[config.mk]
export PLATFORM = sky130hd
export DESIGN_NAME = truth_table_scanner
export DESIGN_NICKNAME = d
export VERILOG_FILES = /design/src/rtl/truth_table_scanner.sv
export SDC_FILE = /design/constraint.sdc
export NUM_CORES = 1
export LEC_CHECK = 0
export CAP_MARGIN = 40
export CORE_MARGIN = 3
export CORE_UTILIZATION = 48
export CTS_BUF_LIST = sky130_fd_sc_hd__clkbuf_4 sky130_fd_sc_hd__clkbuf_8
export CTS_CLUSTER_SIZE = 24
export DETAILED_ROUTE_END_ITERATION = 12
export GPL_ROUTABILITY_DRIVEN = 0
export PLACE_DENSITY = 0.8
export SYNTH_ARGS = -nofsm -noshare
export SYNTH_HDL_FRONTEND = slang
export SYNTH_SLANG_ARGS = --single-unit
[constraint.sdc]
create_clock -name clk -period 2.28 [get_ports clk]
set_input_delay 0.57 -clock clk [delete_from_list [all_inputs] [get_ports clk]]
set_output_delay 0.57 -clock clk [all_outputs]
set_load 0.01 [all_outputs]
[src/rtl/truth_table_scanner.sv]
// Truth-table scanner: sweeps every input vector of an N_IN-input function block,
// captures its output, counts ones and compares against a latched expected table.
//
// state | meaning
// IDLE  | waiting for start; results from the previous scan held
// SCAN  | presenting x, settling, then sampling y once per vector
module truth_table_scanner #(
    parameter int N_IN   = 5,
    parameter int SETTLE = 1
) (
    input  logic                   clk,
    input  logic                   rst_n,
    input  logic                   start,
    input  logic [(1<<N_IN)-1:0]   expected,
    output logic [N_IN-1:0]        x,
    input  logic                   y,
    output logic                   busy,
    output logic                   done,
    output logic [(1<<N_IN)-1:0]   tbl,
    output logic [N_IN:0]          ones,
    output logic [N_IN:0]          mismatch_cnt,
    output logic                   match,
    output logic [N_IN-1:0]        first_err,
    output logic                   err_valid
);

    localparam int TW = 1 << N_IN;
    localparam logic [3:0] CNT_LD = 4'(SETTLE - 1);

    typedef enum logic {IDLE, SCAN} state_t;

    state_t         state, state_nxt;
    logic           accept, sample, last, miss;
    logic [3:0]     cnt;
    logic [TW-1:0]  exp_q;

    assign miss = y ^ exp_q[x];

    always_comb begin
        state_nxt = state;
        accept    = 1'b0;
        sample    = 1'b0;
        last      = 1'b0;
        case (state)
            IDLE: begin
                if (start) begin
                    accept    = 1'b1;
                    state_nxt = SCAN;
                end
            end
            SCAN: begin
                if (cnt == 4'd0) begin
                    sample = 1'b1;
                    if (x == {N_IN{1'b1}}) begin
                        last      = 1'b1;
                        state_nxt = IDLE;
                    end
                end
            end
            default: state_nxt = IDLE;
        endcase
    end

    always_ff @(posedge clk or negedge rst_n) begin
        if (!rst_n) state <= IDLE;
        else        state <= state_nxt;
    end

    always_ff @(posedge clk or negedge rst_n) begin
        if (!rst_n) begin
            x            <= '0;
            busy         <= 1'b0;
            done         <= 1'b0;
            tbl          <= '0;
            ones         <= '0;
            mismatch_cnt <= '0;
            match        <= 1'b0;
            first_err    <= '0;
            err_valid    <= 1'b0;
            cnt          <= 4'd0;
            exp_q        <= '0;
        end else begin
            done <= last;
            if (accept) begin
                exp_q        <= expected;
                tbl          <= '0;
                ones         <= '0;
                mismatch_cnt <= '0;
                match        <= 1'b0;
                first_err    <= '0;
                err_valid    <= 1'b0;
                x            <= '0;
                busy         <= 1'b1;
                cnt          <= CNT_LD;
            end else if (state == SCAN) begin
                if (!sample) begin
                    cnt <= cnt - 4'd1;
                end else begin
                    tbl[x] <= y;
                    if (y) ones <= ones + (N_IN+1)'(1);
                    if (miss) begin
                        mismatch_cnt <= mismatch_cnt + (N_IN+1)'(1);
                        if (!err_valid) begin
                            first_err <= x;
                            err_valid <= 1'b1;
                        end
                    end
                    x   <= x + N_IN'(1);
                    cnt <= CNT_LD;
                    // match must include the vector being sampled on this same edge
                    if (last) begin
                        busy  <= 1'b0;
                        match <= (mismatch_cnt == '0) && !miss;
                    end
                end
            end
        end
    end

endmodule

---- After elaboration in Yosys (flattened, before gate mapping) ----
Cells that the tools add are included.
operators by class
  add/subtract/negate cells ............... 4
  magnitude comparators ................... 2
  equality and inequality tests ........... 2
  multiplexer cells ....................... 49
  bitwise gates (word level) .............. 2
  reductions and logical operators ........ 15
operator list
  operator               number
  $mux W32               3
  $mux W6                8
  $mux W5                8
  $bwmux W32             1
  $mux W1                23
  $add A6 B1 Y6 const B  2
  $mux W4                3
  $reduce_bool A2 Y1     5
  $reduce_and A3 Y1      3
  $logic_not A6 Y1       1
  $lt A5 B6 Y1 const B   1
  $add A5 B1 Y5 const B  1
  $bmux W1 S5            1
  $demux W1 S5           1
  $eq A5 B5 Y1 const B   1
  $ge A5 B1 Y1 const B   1
  $logic_not A4 Y1       1
  $reduce_and A4 Y1      1
  $sub A4 B1 Y4 const B  1
  $logic_and A1 B1 Y1    2
  $ne A2 B1 Y1 const B   1
  $pmux W1 S2            1
  $reduce_and A2 Y1      1
  $logic_not A1 Y1       1
  2 further kinds        2
storage, ports and cells
  register bits ........................... 95
  input bits .............................. 36
  output and inout port bits .............. 58
  logic and storage cells ................. 86

---- Depth between registers and ports, before layout ----
  depth in word-level cells ............... 9
  depth in mapped cells ................... 10
  depth with buffers taken out ............ 8

---- Worst setup path after synthesis ----
Ideal clock, no wire load.
  kind .................................... register to register
  start point ............................. register x[0]
  end point ............................... register mismatch_cnt[1]
  library setup time ...................... 0.125 ns
  arrival ................................. 2.408 ns
  data required time ...................... 2.155 ns
  slack ................................... -0.254 ns
  cell stages (with the launch flop) ...... 9
  path buffers ............................ 3
  clock period less this slack ............ 2.534 ns
  path through ............................ dfrtp_1 > buf_2 > buf_6 > mux4_2 > a22oi_2 > a211o_1 > and3_4 > buf_6 > mux2_4
between the ends
  word-level cells in the longest chain between the ends .. 5
RTL lines
  item                           RTL line  RTL
  from (decl)                    15        output logic [N_IN-1:0] x,
  from (signal assigned)         108       x <= x + N_IN'(1);
  $bmux W1 S5                    37        assign miss = y ^ exp_q[x];
  $mux W1 (implied by the code)  37
  $xor A1 B1 Y1                  37
  $reduce_bool A2 Y1 (no line)   n/a
  $reduce_and A3 Y1 (no line)    n/a
  to (signal assigned)           102       mismatch_cnt <= mismatch_cnt + (N_IN+1)'(1);
  to (decl)                      21        output logic [N_IN:0] mismatch_cnt,
Every way passes these cells. The select of a mux whose other input is x is not followed.
A chain may end at the register's enable or synchronous reset.

---- Final worst setup path ----
  start point ............................. register x[3]
  end point ............................... register first_err[0]
between the ends
  word-level cells in the longest chain between the ends .. 5
RTL lines
  item                           RTL line  RTL
  $bmux W1 S5                    37
  $mux W1 (implied by the code)  37
  $xor A1 B1 Y1                  37
  $reduce_bool A2 Y1 (no line)   n/a
  $reduce_and A4 Y1 (no line)    n/a
  to (signal assigned)           78        first_err <= '0;
  to (signal assigned)           90        first_err <= '0;
  to (signal assigned)           104       first_err <= x;
  to (decl)                      23        output logic [N_IN-1:0] first_err,
Every way passes these cells. The select of a mux whose other input is x is not followed.

==> results.ini <==
[outcome]
status = complete, but fails checks
violations = negative setup slack

[layout]
nFillCells = 704
nets = 682
diodes = 0
seqCellArea_um2 = 2380
multiInputGateArea_um2 = 2150
drive_gt1_frac = 0.157
area_growth_syn_to_layout_pct = 36.3
fin_cells = 771

[drt]
vias = 4143
vias_per_cell = 5.37
ant_nets = 0
drt_iter0_drc = 256
dr.pass1.iters = 5
wl_um = 12000
drc = 0
wire_per_inst_um = 15.5

[synth]
synth_top_cell_by_area = dfrtp_1
ys_async_sr_fraction = 1.00
netlist.area_leader.share = 0.511
syn_inst = 518
synth-edff-count = 0
synthFlopType = dfrtp_1
ys_seq_elements = 95
syn_area_per_cell_um2 = 8.98
yosysWarnings = 0
synthesis.area_um2 = 4650
ys_top_cells_by_area = dfrtp_1 (51%), nand2_1 (14%), nand3_1 (4.5%)
ys_seq_area_frac = 0.511
synth.distinct_cells = 53
syn-num-nets = 563

[sta]
finalSetupTns_ns = -0.351
final_max_slew_viol_count = 0
fin_crit_sh = 1.04
period_needed_ns = 2.37
tightestPinTransition_ns = 0.501
fmax_ghz = 0.421
hold_viol = 0
final-setup-viol-count = 7
worst_slack_ns = -0.0946
max-slew-margin-rel = 0.666
rsz0062_at_grt = true
finClkSkew_ns = 0.0257

[critical_path]
startpoint_type = flop
cp.arrival_ns = 2.65
worst-path-max-fanout = 5
crit_path_end_kind = flop
reg2reg_slack_ns = -0.09
cp.required_ns = 2.56
critical_path_class = reg2reg

[global_routing]
grt_usage = 0.213
antenna_found_initial = 0
grt_pass1_wl_um = 19100
grt_pass1_vias = 3947
grt_max_degree = 40
grt_overflow = 0

[clock_network]
cts_tree = built
cts_buffer_depth = 2
root_buffer = clkbuf_8
clock_sinks = 95
htreeDepth = 3
clkTransAtPathRegs_ns = 0.12
cts_buffers = 9
clk_latency_ns = 0.38

[floorplan]
die_area_um2 = 10900
coreArea_um2 = 9330
ioPinCount = 94
die_h_um = 104
chipWidth_um = 104
num_rows = 35
initial_utilization = 0.499

[min_path]
hold_class = in2async

[placed_design]
port_buffers = 93
dpl.cell_count = 744
dp.final_hpwl_um = 8470

[flow_run]
drv_cap = 0

[power]
ir_drop_uv = 616
p_per_area_nw_per_um2 = 1260
p_leak_nw = 2.84

## final timing paths
check                                           start                  endpoint  cells past startpoint
worst max-delay path                 x[3]$_DFFE_PN0P_  first_err[0]$_DFFE_PN0P_                      7
worst min-delay path                            rst_n        tbl[7]$_DFFE_PN0P_                      1
worst max register to register       x[3]$_DFFE_PN0P_  first_err[0]$_DFFE_PN0P_                      7
worst min register to register  exp_q[19]$_DFFE_PN0P_     exp_q[19]$_DFFE_PN0P_                      2
max in group asynchronous                       rst_n      exp_q[5]$_DFFE_PN0P_                      2
min in group clk                exp_q[19]$_DFFE_PN0P_     exp_q[19]$_DFFE_PN0P_                      2
## cell type report
cell class | instances | area share
Clock buffer | 9 | 0.0195
Clock inverter | 7 | 0.00967
Inverter | 9 | 0.00533
Tap cell | 129 | 0.0255
Sequential cell | 95 | 0.376
Multi-Input combinational cell | 376 | 0.339
Timing Repair Buffer | 146 | 0.225
## sequential cells by signal (all words and copies together), names as in the netlist
signal and count:
exp_q 32, first_err 5, err_valid 1, match 1
cnt 4, done 1, tbl 32, busy 1
ones 6, state 1, x 5, mismatch_cnt 6
## cell usage after synthesis (8+ instances only)
cell type and number:
nand2_1 178, dfrtp_1 95, nand3_1 42, a21oi_1 33, clkbuf_1 26, mux2i_1 14
o21ai_0 14, nor2_1 11, ha_1 9, inv_1 9, buf_2 8
## metal layers
layer	track usage	share of wire	up-vias
met2	0.350	0.49	147
met4	0.0627	0.022	0
met3	0.0391	0.062	23
met5	0	0	-
met1	0.289	0.43	2003
li1	-	-	1970
## kinds of logic after synthesis
group | after synthesis | synth area share
compound gates | 69 | 0.0968
fa+ha+maj | 9 | 0.0242
mux | 20 | 0.0527
buf+inv | 47 | 0.0433
simple gates | 272 | 0.261
xor+xnor | 6 | 0.0113
flops | 95 | 0.511
## cell usage in the layout (no fill, tap or decap), drive strengths merged, types with 11 or more instances in the layout
cell / n
clkdlybuf4s50: 92
nor2: 11
nand3: 42
o21ai: 14
nand2: 178
a21oi: 33
inv: 13
dfrtp: 95
buf: 53
mux2i: 14
## power breakdown
part | leakage (nW) | switching (mW) | internal (mW)
Combinational | 1.56 | 1.81 | 2.11
Clock | 0.0888 | 0.649 | 0.418
Sequential | 1.19 | 0.591 | 2.43
Total | 2.84 | 3.05 | 4.95
## stage by stage
step                      cell area, um^2  power, mW  utilization  hold WS [ns]  setup slack [ns]
after floorplan                      4670       4.86            -         0.274            -0.140
after global placement               5970       6.44        0.640         0.454           -0.0236
after detailed placement             5970       6.61        0.640         0.457            -0.112
after CTS                            6170       7.68        0.661         0.156           0.00110
after global routing                 6340       8.53        0.680         0.187            -0.134
final                                6340       8.00        0.680         0.150           -0.0946
## worst max-delay path: stages, from the launching register on
cell	delay, ns
dfrtp_2	0.47
buf_6	0.14
nand3b_1	0.24
o22ai_4	0.23
nor3_1	0.10
or4_4	0.53
a31oi_4	0.32
mux2i_1	0.25
## timing repair
item	CTS	global route
resized for setup	2	17
setup buffers	0	10
hold buffers	0	0
cloned	0	1
setup endpoints to repair	10	12
pin swaps	2	7
Note: power is estimated with default switching activity, not from simulation.
